===== src/rtl/instr_encoder_loader_if.sv =====
// Request channel of instr_encoder_loader: mnemonic, register/immediate fields
// and the valid/ready handshake.
interface instr_encoder_loader_if;
    logic        in_valid;
    logic        in_ready;
    logic [3:0]  in_kind;
    logic [4:0]  in_rs;
    logic [4:0]  in_rt;
    logic [4:0]  in_rd;
    logic [15:0] in_imm;
    logic [25:0] in_target;

    modport master (
        output in_valid, in_kind, in_rs, in_rt, in_rd, in_imm, in_target,
        input  in_ready
    );

    modport slave (
        input  in_valid, in_kind, in_rs, in_rt, in_rd, in_imm, in_target,
        output in_ready
    );
endinterface


===== src/rtl/instr_encoder_loader.sv =====
// Encodes mnemonic + fields into 32-bit MIPS words and writes them to IMEM at an
// auto-incrementing address. Define ENC_READBACK_EN to add write-then-verify.
module instr_encoder_loader #(
    parameter int unsigned ADDR_W    = 8,
    parameter int unsigned BASE_ADDR = 0
) (
    input  logic                    clk,
    input  logic                    rst_n,
    input  logic                    clear,
    instr_encoder_loader_if.slave   req,
    output logic                    imem_we,
    output logic [ADDR_W-1:0]       imem_addr,
    output logic [31:0]             imem_wdata,
`ifdef ENC_READBACK_EN
    output logic                    imem_re,
    input  logic [31:0]             imem_rdata,
    output logic                    verify_err,
`endif
    output logic [ADDR_W:0]         count,
    output logic                    full
);

    localparam logic [ADDR_W:0]   BASE_PTR = (ADDR_W+1)'(BASE_ADDR);
    localparam logic [ADDR_W-1:0] BASE_A   = ADDR_W'(BASE_ADDR);

`ifdef ENC_READBACK_EN
    typedef enum logic [1:0] {IDLE, WRITE, RD_REQ, RD_CHK} state_t;
`else
    typedef enum logic [0:0] {IDLE, WRITE} state_t;
`endif

    state_t            state_q, state_d;
    logic [ADDR_W:0]   ptr_q, ptr_d;
    logic [ADDR_W:0]   count_q, count_d;
    logic              we_q, we_d;
    logic [ADDR_W-1:0] addr_q, addr_d;
    logic [31:0]       wdata_q, wdata_d;
    logic [31:0]       enc_word;
    logic              in_ready;
`ifdef ENC_READBACK_EN
    logic              re_q, re_d;
    logic              err_q, err_d;
`endif

    always_comb begin
        enc_word = '0;
        unique case (req.in_kind)
            4'd0:  enc_word = {6'h00, req.in_rs, req.in_rt, req.in_rd, 5'b0, 6'h20};
            4'd1:  enc_word = {6'h00, req.in_rs, req.in_rt, req.in_rd, 5'b0, 6'h22};
            4'd2:  enc_word = {6'h00, req.in_rs, req.in_rt, req.in_rd, 5'b0, 6'h24};
            4'd3:  enc_word = {6'h00, req.in_rs, req.in_rt, req.in_rd, 5'b0, 6'h25};
            4'd4:  enc_word = {6'h00, req.in_rs, req.in_rt, req.in_rd, 5'b0, 6'h26};
            4'd5:  enc_word = {6'h00, req.in_rs, req.in_rt, req.in_rd, 5'b0, 6'h2A};
            4'd6:  enc_word = {6'h08, req.in_rs, req.in_rt, req.in_imm};
            4'd7:  enc_word = {6'h0A, req.in_rs, req.in_rt, req.in_imm};
            4'd8:  enc_word = {6'h0C, req.in_rs, req.in_rt, req.in_imm};
            4'd9:  enc_word = {6'h0D, req.in_rs, req.in_rt, req.in_imm};
            4'd10: enc_word = {6'h0E, req.in_rs, req.in_rt, req.in_imm};
            4'd11: enc_word = {6'h23, req.in_rs, req.in_rt, req.in_imm};
            4'd12: enc_word = {6'h2B, req.in_rs, req.in_rt, req.in_imm};
            4'd13: enc_word = {6'h04, req.in_rs, req.in_rt, req.in_imm};
            4'd14: enc_word = {6'h02, req.in_target};
            default: enc_word = '0;
        endcase
    end

    // Pointer only reaches 2**ADDR_W after writing the top word, so its MSB is the full flag.
    assign full         = ptr_q[ADDR_W];
    assign count        = count_q;
    assign in_ready     = rst_n && (state_q == IDLE) && !full && !clear;
    assign req.in_ready = in_ready;
    // clear in the strobe cycle cancels the pending access.
    assign imem_we      = we_q && !clear;
    assign imem_addr    = addr_q;
    assign imem_wdata   = wdata_q;
`ifdef ENC_READBACK_EN
    assign imem_re      = re_q && !clear;
    assign verify_err   = err_q;
`endif

    always_comb begin
        state_d = state_q;
        ptr_d   = ptr_q;
        count_d = count_q;
        we_d    = 1'b0;
        addr_d  = addr_q;
        wdata_d = wdata_q;
`ifdef ENC_READBACK_EN
        re_d    = 1'b0;
        err_d   = err_q;
`endif
        if (clear) begin
            state_d = IDLE;
            ptr_d   = BASE_PTR;
            count_d = '0;
`ifdef ENC_READBACK_EN
            err_d   = 1'b0;
`endif
        end else begin
            case (state_q)
                IDLE: begin
                    if (req.in_valid && in_ready) begin
                        state_d = WRITE;
                        we_d    = 1'b1;
                        addr_d  = ptr_q[ADDR_W-1:0];
                        wdata_d = enc_word;
                    end
                end
                WRITE: begin
`ifdef ENC_READBACK_EN
                    state_d = RD_REQ;
                    re_d    = 1'b1;
`else
                    state_d = IDLE;
                    ptr_d   = ptr_q + 1'b1;
                    count_d = count_q + 1'b1;
`endif
                end
`ifdef ENC_READBACK_EN
                RD_REQ: state_d = RD_CHK;
                RD_CHK: begin
                    state_d = IDLE;
                    ptr_d   = ptr_q + 1'b1;
                    count_d = count_q + 1'b1;
                    if (imem_rdata != wdata_q) err_d = 1'b1;
                end
`endif
                default: state_d = IDLE;
            endcase
        end
    end

    always_ff @(posedge clk or negedge rst_n) begin
        if (!rst_n) begin
            state_q <= IDLE;
            ptr_q   <= BASE_PTR;
            count_q <= '0;
            we_q    <= 1'b0;
            addr_q  <= BASE_A;
            wdata_q <= '0;
`ifdef ENC_READBACK_EN
            re_q    <= 1'b0;
            err_q   <= 1'b0;
`endif
        end else begin
            state_q <= state_d;
            ptr_q   <= ptr_d;
            count_q <= count_d;
            we_q    <= we_d;
            addr_q  <= addr_d;
            wdata_q <= wdata_d;
`ifdef ENC_READBACK_EN
            re_q    <= re_d;
            err_q   <= err_d;
`endif
        end
    end

endmodule


===== src/flat_wrapper.sv =====
// flat-port wrapper written by rule: the top's interface ports become plain ports
module instr_encoder_loader_flat 
#(
    parameter int unsigned ADDR_W    = 8,
    parameter int unsigned BASE_ADDR = 0
)
  (clk, rst_n, clear, imem_we, imem_addr, imem_wdata, count, full, req_in_valid, req_in_kind, req_in_rs, req_in_rt, req_in_rd, req_in_imm, req_in_target, req_in_ready);
  instr_encoder_loader_if req_i ();
  input  logic clk;
  input  logic rst_n;
  input  logic clear;
  output logic imem_we;
  output logic [ADDR_W-1:0] imem_addr;
  output logic [31:0] imem_wdata;
  output logic [ADDR_W:0] count;
  output logic full;
  input wire logic [$bits(req_i.in_valid)-1:0] req_in_valid;
  input wire logic [$bits(req_i.in_kind)-1:0] req_in_kind;
  input wire logic [$bits(req_i.in_rs)-1:0] req_in_rs;
  input wire logic [$bits(req_i.in_rt)-1:0] req_in_rt;
  input wire logic [$bits(req_i.in_rd)-1:0] req_in_rd;
  input wire logic [$bits(req_i.in_imm)-1:0] req_in_imm;
  input wire logic [$bits(req_i.in_target)-1:0] req_in_target;
  output wire logic [$bits(req_i.in_ready)-1:0] req_in_ready;
  assign req_i.in_valid = req_in_valid;
  assign req_i.in_kind = req_in_kind;
  assign req_i.in_rs = req_in_rs;
  assign req_i.in_rt = req_in_rt;
  assign req_i.in_rd = req_in_rd;
  assign req_i.in_imm = req_in_imm;
  assign req_i.in_target = req_in_target;
  assign req_in_ready = req_i.in_ready;
  instr_encoder_loader #(.ADDR_W(ADDR_W), .BASE_ADDR(BASE_ADDR)) u_core (.clk(clk), .rst_n(rst_n), .clear(clear), .req(req_i), .imem_we(imem_we), .imem_addr(imem_addr), .imem_wdata(imem_wdata), .count(count), .full(full));
endmodule

===== config.mk =====
export PLATFORM = sky130hd
export DESIGN_NAME = instr_encoder_loader_flat
export DESIGN_NICKNAME = d
export VERILOG_FILES = /design/src/rtl/instr_encoder_loader_if.sv /design/src/rtl/instr_encoder_loader.sv /design/src/flat_wrapper.sv
export SDC_FILE = /design/constraint.sdc
export NUM_CORES = 1
export LEC_CHECK = 0
export ABC_CLOCK_PERIOD_IN_PS = 1700
export CAP_MARGIN = 20
export CORE_ASPECT_RATIO = 0.75
export CORE_MARGIN = 8
export CORE_UTILIZATION = 30
export DETAILED_ROUTE_END_ITERATION = 8
export DONT_BUFFER_PORTS = 1
export PLACE_DENSITY_LB_ADDON = 0.25
export SYNTH_ARGS = -nofsm -noshare
export SYNTH_HDL_FRONTEND = slang
export SYNTH_SLANG_ARGS = --single-unit

===== constraint.sdc =====
create_clock -name clk -period 1.7 [get_ports clk]
set_input_delay 0.34 -clock clk [delete_from_list [all_inputs] [get_ports clk]]
set_output_delay 0.34 -clock clk [all_outputs]
set_load 0.01 [all_outputs]

==> flow_metrics.env, run 1 <==
export IMPL_outcome="finished, violations left"
export IMPL_violations="hold timing"
export IMPL_place_congestion=0.773
export IMPL_stdcell_count=432
export IMPL_diodes=0
export IMPL_die_width_um=131
export IMPL_finish_utilization=0.354
export IMPL_power_per_cell_area_nw_per_um2=1130
export IMPL_crit_chain="nor4b_4 > buf_4"
export IMPL_cts_setup_buffers=0
export IMPL_num_io_pins=117
export IMPL_cts_max_path_buffers=2
export IMPL_r2r_end="u_core.imem_wdata[4]$_DFFE_PN0P_"
export IMPL_first_pass_iters=4
export IMPL_muxShareOfSynthArea=0.0970
export IMPL_num_rows=31
export IMPL_syn_area_per_cell_sq_um=10.1
export IMPL_synth_compound_area_frac=0.154
export IMPL_cts_htree_levels=3
export IMPL_hpwl_um=6220
export IMPL_drt_wl_total_um=8420
export IMPL_layout_cells_most_common="dfrtp_1"
export IMPL_placed_area_sq_um=3120
export IMPL_drc_errors=0
export IMPL_critPathCapture="req_in_ready"
export IMPL_synth_area_sq_um=2980
export IMPL_crit_fanout=3
export IMPL_ys_ff_latch=58
export IMPL_initial_core_util=0.308
export IMPL_fill_cells=970
export IMPL_p_total_uw=3860
export IMPL_synth_xor_area_frac=0.0353
export IMPL_antenna_found_initial=0
export IMPL_routed_via_density=4.98
export IMPL_worstReg2RegStart="u_core.ptr_q[8]$_DFFE_PN0N_"
export IMPL_overflow=0
export IMPL_slowest_delay_ps=450
export IMPL_rsz0062_at_grt="false"
export IMPL_clk_pin_slew_worst_paths_ps=50
export IMPL_min_period_ps=1580
export IMPL_async_flop_share=1.00
export IMPL_final_max_slew_viol_count=0
export IMPL_met3_usage=0.0553
export IMPL_grt_pass1_vias=2119
export IMPL_tritoncts="yes"
export IMPL_crit_slowest_cell="dfrtp_2"
export IMPL_final_layout_size_suffix_gt1_frac=0.153
export IMPL_first_iter_violations=178
export IMPL_hold_viol=58
export IMPL_relSlewSlack=0.514
export IMPL_num_vias=2151
export IMPL_final_cell_mix="57 x dfrtp_1, 36 x o21ai_0, 35 x nand2_1"
export IMPL_crit_start="u_core.ptr_q[8]$_DFFE_PN0N_"
export IMPL_clock_fmax_mhz=631
export IMPL_synthCells=295
export IMPL_grt_met1_usage=0.173
export IMPL_hold_worst_slack_ps=-285
export IMPL_gr_usage_met2=0.177
export IMPL_seq_area_frac_synth=0.487
export IMPL_synthToLayoutAreaGrowth_pct=14.9
export IMPL_synth_simple_gate_area_frac=0.170
export IMPL_p_leak_uw=0.00146
export IMPL_r2r_slack_ps=130
export IMPL_syn_nets=362
export IMPL_layout_nets=362
export IMPL_ant_nets=0
export IMPL_maxCapViolations=0
export IMPL_synth_top_family_by_area="simple AND/OR/NAND/NOR gates"
export IMPL_worstMarginPinSlew_ps=727
export IMPL_fin_area_sq_um=3420
export IMPL_track_usage=0.129
export IMPL_hp_class="in -> async"
export IMPL_yosysWarningCount=0
export IMPL_dp_cells=416
export IMPL_rr_worst_depth=4
export IMPL_cp_start_kind="flop"
export IMPL_cts_inserted_buffers=9
export IMPL_setup_tns_ps=0
export IMPL_wire_per_inst_um=19.5
export IMPL_required_ps=1360
export IMPL_synth_edff_count=0
export IMPL_synth_adder_area_share=0.0151
export IMPL_die_y_um=102
export IMPL_top_usage_layer="met2"
export IMPL_crit_arrival_ps=1240
export IMPL_synth_ff_type="dfrtp_1"
export IMPL_core_region_area_sq_um=9660
export IMPL_clock_sinks=58
export IMPL_ir_drop_uv=515
export IMPL_min_period_over_period=0.932
export IMPL_grt_pass1_wl_um=13000
export IMPL_crit_path_end_kind="output port"
export IMPL_setup_viol=0
export IMPL_root_buffer="clkbuf_16"
export IMPL_finClkSkew_ps=6.93
export IMPL_synth_cell_type_count=42
export IMPL_grt_max_degree=60
export IMPL_dieArea_sq_um=13400
export IMPL_worstSetupPathType="reg -> out"
export IMPL_clk_latency_ps=320
export IMPL_port_buffer_count=0
-- cell families (layout without fill, tap and decap cells) --
kind of cell,Yosys count,in the layout
AND/OR/NAND/NOR,98,98
AO/OA/AOI/OAI,71,71
flip-flops,58,58
adder cells (fa/ha/maj),4,4
XOR/XNOR,12,12
multiplexers,27,27
other,1,1
buffers and inverters,24,29
-- state kept, by name, summed over array words and instances, names as in the netlist --
register and cells:
u_core.imem_wdata 31, u_core.count 9, u_core.ptr_q 9, u_core.imem_addr 8
u_core.state_q 1
-- area by class of cell --
type                    count  area, sq um  area share
flip-flops and latches     58         1450       0.424
repair buffers              9         80.1      0.0234
clock buffers              14          264      0.0771
clock inverters             2         35.0      0.0102
multi-input cells         213         1410       0.411
inverters                   4         18.8     0.00548
well taps                 132          165      0.0483
-- critical path, delay by kind of cell, from the launching register on --
kind                   cells  cell delay (ps)
buffers and inverters      1              180
flip-flops                 1              450
AND/OR/NAND/NOR            1              300
-- per-layer routing --
layer  share of wire  wire length [um]  vias to the layer above
li1                -                 -                     1052
met1            0.45              3760                     1019
met2            0.44              3710                       74
met3            0.10               845                        6
met4           0.012               101                        0
met5               0                 0                        -
-- synth_stat cells (4+ instances only) --
| cell type | n | area share |
|---|---|---|
| a21oi_1 | 9 | 0.015 |
| a221oi_1 | 4 | 0.012 |
| a222oi_1 | 5 | 0.017 |
| a22oi_1 | 7 | 0.018 |
| buf_2 | 4 | 0.0067 |
| clkbuf_1 | 10 | 0.013 |
| dfrtp_1 | 58 | 0.49 |
| mux2_2 | 15 | 0.057 |
| mux2i_1 | 12 | 0.040 |
| nand2_1 | 35 | 0.044 |
| nand3_1 | 7 | 0.012 |
| nand4_1 | 6 | 0.013 |
| nor2_1 | 14 | 0.018 |
| nor2b_1 | 19 | 0.040 |
| o21ai_0 | 36 | 0.060 |
| or3_1 | 5 | 0.010 |
| xor2_1 | 9 | 0.026 |
-- per-stage QoR --
step                hold slack, ps  setup slack, ps
floorplan                     44.4              200
global placement              46.1             90.6
detailed placement            45.9             56.3
CTS                           -303             58.1
global route                  -308             6.08
finish                        -285              116
-- worst min path at each step --
stage	end	depth (start not counted)	slack [ps]	startpoint
5_1_grt	u_core.imem_wdata[1]$_DFFE_PN0P_	0	-310	rst_n
3_5_place_dp	u_core.imem_wdata[1]$_DFFE_PN0P_	0	50	rst_n
6_report	u_core.imem_wdata[1]$_DFFE_PN0P_	0	-290	rst_n
4_1_cts	u_core.imem_wdata[1]$_DFFE_PN0P_	0	-300	rst_n
3_3_place_gp	u_core.imem_wdata[1]$_DFFE_PN0P_	0	50	rst_n
2_1_floorplan	u_core.count[0]$_DFFE_PN0N_	0	40	rst_n
-- power breakdown --
group          switching, uW  leakage, uW  internal [uW]
logic                    148     0.000548            155
clock network            609     0.000147           1210
registers                205     0.000770           1530
-- repair_timing --
action,4_1_cts,5_1_grt
gates resized for setup,0,2
endpoints found under the setup margin,0,6
endpoints found under the hold margin,58,58
Note: power is estimated with default switching activity, not from simulation.
==> run 2: changes to the inputs <==
--- a/config.mk
+++ b/config.mk
@@ -5,6 +5,7 @@
 export SDC_FILE = /design/constraint.sdc
 export NUM_CORES = 1
 export LEC_CHECK = 0
+export ABC_AREA = 1
 export ABC_CLOCK_PERIOD_IN_PS = 1700
 export CAP_MARGIN = 20
 export CORE_ASPECT_RATIO = 0.75
==> run 2 against run 1 <==
Compared with the run above: the flow still finishes with violations (hold timing); design area increased by 2.5%; fmax increased by 0.93%; die area increased by 0.58%; core utilization increased by 0.74 points; sequential power about the same; via count increased by 16%; worst hold slack about the same; clock skew about the same.
==> flow_metrics.env, run 2 <==
export IMPL_root_buffer="clkbuf_16"
export IMPL_yosysWarningCount=0
export IMPL_core_region_area_sq_um=9700
export IMPL_final_layout_size_suffix_gt1_frac=0.116
export IMPL_power_switching_uw=1000
export IMPL_seq_area_frac_synth=0.484
export IMPL_layout_nets=467
export IMPL_multi_input_area_sq_um=1290
export IMPL_overflow=0
export IMPL_fill_cells=1022
export IMPL_violations="hold timing"
export IMPL_num_vias=2498
export IMPL_clock_fmax_mhz=637
export IMPL_tritoncts="yes"
export IMPL_drc_errors=0
export IMPL_layout_cells_most_common="nand2_1"
export IMPL_crit_slowest_cell="dfrtp_1"
export IMPL_post_cts_resized=0
export IMPL_outcome="finished, violations left"
export IMPL_p_leak_uw=0.00176
export IMPL_synthCells=394
export IMPL_slowest_delay_ps=380
export IMPL_crit_arrival_ps=1230
export IMPL_synth_ff_type="dfrtp_1"
export IMPL_first_pass_iters=4
export IMPL_grt_pass1_vias=2411
export IMPL_synth_common_cells="146 x nand2_1, 58 x dfrtp_1, 34 x inv_1"
export IMPL_num_io_pins=117
export IMPL_hold_worst_slack_ps=-285
export IMPL_syn_area_per_cell_sq_um=7.61
export IMPL_switching_share=0.240
export IMPL_crit_path_end_kind="output port"
export IMPL_cts_max_path_buffers=2
export IMPL_worstSetupPathType="reg -> out"
export IMPL_grt_max_degree=60
export IMPL_final_max_slew_viol_count=0
export IMPL_place_congestion=0.838
export IMPL_ir_drop_uv=475
export IMPL_min_period_ps=1570
export IMPL_die_y_um=103
export IMPL_ant_nets=0
export IMPL_finish_utilization=0.362
export IMPL_async_flop_share=1.00
export IMPL_final_cell_mix="146 x nand2_1, 58 x dfrtp_1, 34 x inv_1"
export IMPL_wire_per_inst_um=15.5
export IMPL_rr_worst_depth=6
export IMPL_sequentialPowerShare=0.413
export IMPL_drt_wl_total_um=8340
export IMPL_synth_area_leaders="dfrtp_1 48%, nand2_1 18%, inv_1 4.3%"
export IMPL_synth_cell_type_count=28
export IMPL_cts_htree_levels=3
export IMPL_min_period_over_period=0.923
export IMPL_syn_nets=461
export IMPL_cp_start_kind="flop"
export IMPL_port_buffer_count=0
export IMPL_cts_inserted_buffers=9
export IMPL_p_int_uw=3170
export IMPL_hp_class="in -> async"
export IMPL_num_rows=31
export IMPL_grt_pass1_wl_um=12800
export IMPL_die_width_um=131
export IMPL_clk_latency_ps=320
export IMPL_track_usage=0.121
export IMPL_dieArea_sq_um=13500
export IMPL_diodes=0
export IMPL_r2r_end="u_core.ptr_q[8]$_DFFE_PN0N_"
export IMPL_finClkSkew_ps=7.07
export IMPL_synthToLayoutAreaGrowth_pct=16.9
export IMPL_clk_pin_slew_worst_paths_ps=50
export IMPL_hold_viol=58
export IMPL_largest_reg_flops=31
export IMPL_crit_start="u_core.state_q$_DFF_PN0_"
export IMPL_ff_latch_area_sq_um=1450
export IMPL_power_per_cell_area_nw_per_um2=1190
export IMPL_initial_core_util=0.309
export IMPL_synth_area_sq_um=3000
export IMPL_worstReg2RegStart="u_core.ptr_q[1]$_DFFE_PN0N_"
export IMPL_synth_top_area_share=0.484
export IMPL_r2r_slack_ps=220
export IMPL_required_ps=1360
export IMPL_power_frac_comb=0.078
export IMPL_crit_chain="inv_2 > nand2_2 > nor2_1 > buf_4"
export IMPL_crit_fanout=6
export IMPL_critPathCapture="req_in_ready"
export IMPL_routed_via_density=4.65
export IMPL_maxCapViolations=0
export IMPL_ys_ff_latch=58
export IMPL_synth_edff_count=0
export IMPL_post_synth_top_count_cell="nand2_1"
export IMPL_yosys_area_top_type="dfrtp_1"
export IMPL_setup_viol=0
export IMPL_first_iter_violations=193
export IMPL_clock_sinks=58
export IMPL_clock_power_share=0.508
export IMPL_hpwl_um=6230
export IMPL_setup_tns_ps=0
export IMPL_rsz0062_at_grt="false"
export IMPL_antenna_found_initial=0
-- run 2: changes by cell type in the layout (fill, tap and decap cells not counted), moves of 11 or more --
cell	change
a21oi_1	+15
o21ai_1	+16
mux2_2	-15
o21ai_0	-15
nand2_2	+11
nand2_1	+111
mux2i_1	-12
nor2b_1	-19
inv_1	+32
-- run 2: how the worst min path moves through the flow --
stage                     slack, ps   from                           endpoint  depth (start not counted)
after floorplan                  40  rst_n        u_core.count[0]$_DFFE_PN0N_                          0
after global placement           50  rst_n    u_core.imem_addr[2]$_DFFE_PN0P_                          0
after detailed placement         50  rst_n    u_core.imem_addr[2]$_DFFE_PN0P_                          0
after CTS                      -300  rst_n  u_core.imem_wdata[25]$_DFFE_PN0P_                          0
after global routing           -310  rst_n  u_core.imem_wdata[24]$_DFFE_PN0P_                          0
final                          -290  rst_n  u_core.imem_wdata[18]$_DFFE_PN0P_                          0
-- run 2: cell type report --
type / count / area share
multi-input cells: 281 / 0.369
flip-flops and latches: 58 / 0.414
clock inverters: 4 / 0.0278
clock buffers: 12 / 0.0731
well taps: 132 / 0.0471
repair buffers: 11 / 0.0271
inverters: 39 / 0.0417
-- run 2: timing repair --
item | CTS | global route
buffers inserted | 0 | 0
hold endpoints to repair | 58 | 58
endpoints found under the setup margin | 0 | 0
-- run 2: kinds of logic after synthesis --
group / synth area share
buffers and inverters: 0.0843
and+or+nand+nor: 0.287
DFF: 0.484
other: 0.00125
AOI/OAI and AO/OA: 0.135
adders and majority gates: 0.00834
-- run 2: power groups by stage --
| stage | combinational [uW] | clock, uW | sequential, uW |
|---|---|---|---|
| detailed placement | 332 | 0 | 1760 |
| CTS | 333 | 2180 | 1740 |
| global placement | 324 | 0 | 1760 |
| finish | 327 | 2120 | 1730 |
| global route | 382 | 2250 | 1750 |
| floorplan | 280 | 0 | 1700 |
-- run 2: critical path: cells and delay by family, from the launching register on --
family,cells,cell delay (ps)
buffers and inverters,2,260
flip-flops,1,380
AND/OR/NAND/NOR,2,280
-- run 2: per-stage QoR --
| step | power (uW) | instances | area [sq um] | setup WS [ps] |
|---|---|---|---|---|
| floorplan | 1980 | 394 | 3000 | 260 |
| global placement | 2080 | 521 | 3150 | 227 |
| detailed placement | 2090 | 521 | 3150 | 191 |
| CTS | 4250 | 537 | 3510 | 99.8 |
| global route | 4390 | 537 | 3510 | 45.0 |
| finish | 4170 | 537 | 3510 | 131 |
-- run 2: metal layers --
metal | share of wire | track usage
met5 | 0 | 0
met4 | 0.017 | 0.0457
met3 | 0.076 | 0.0501
met2 | 0.46 | 0.180
met1 | 0.45 | 0.154
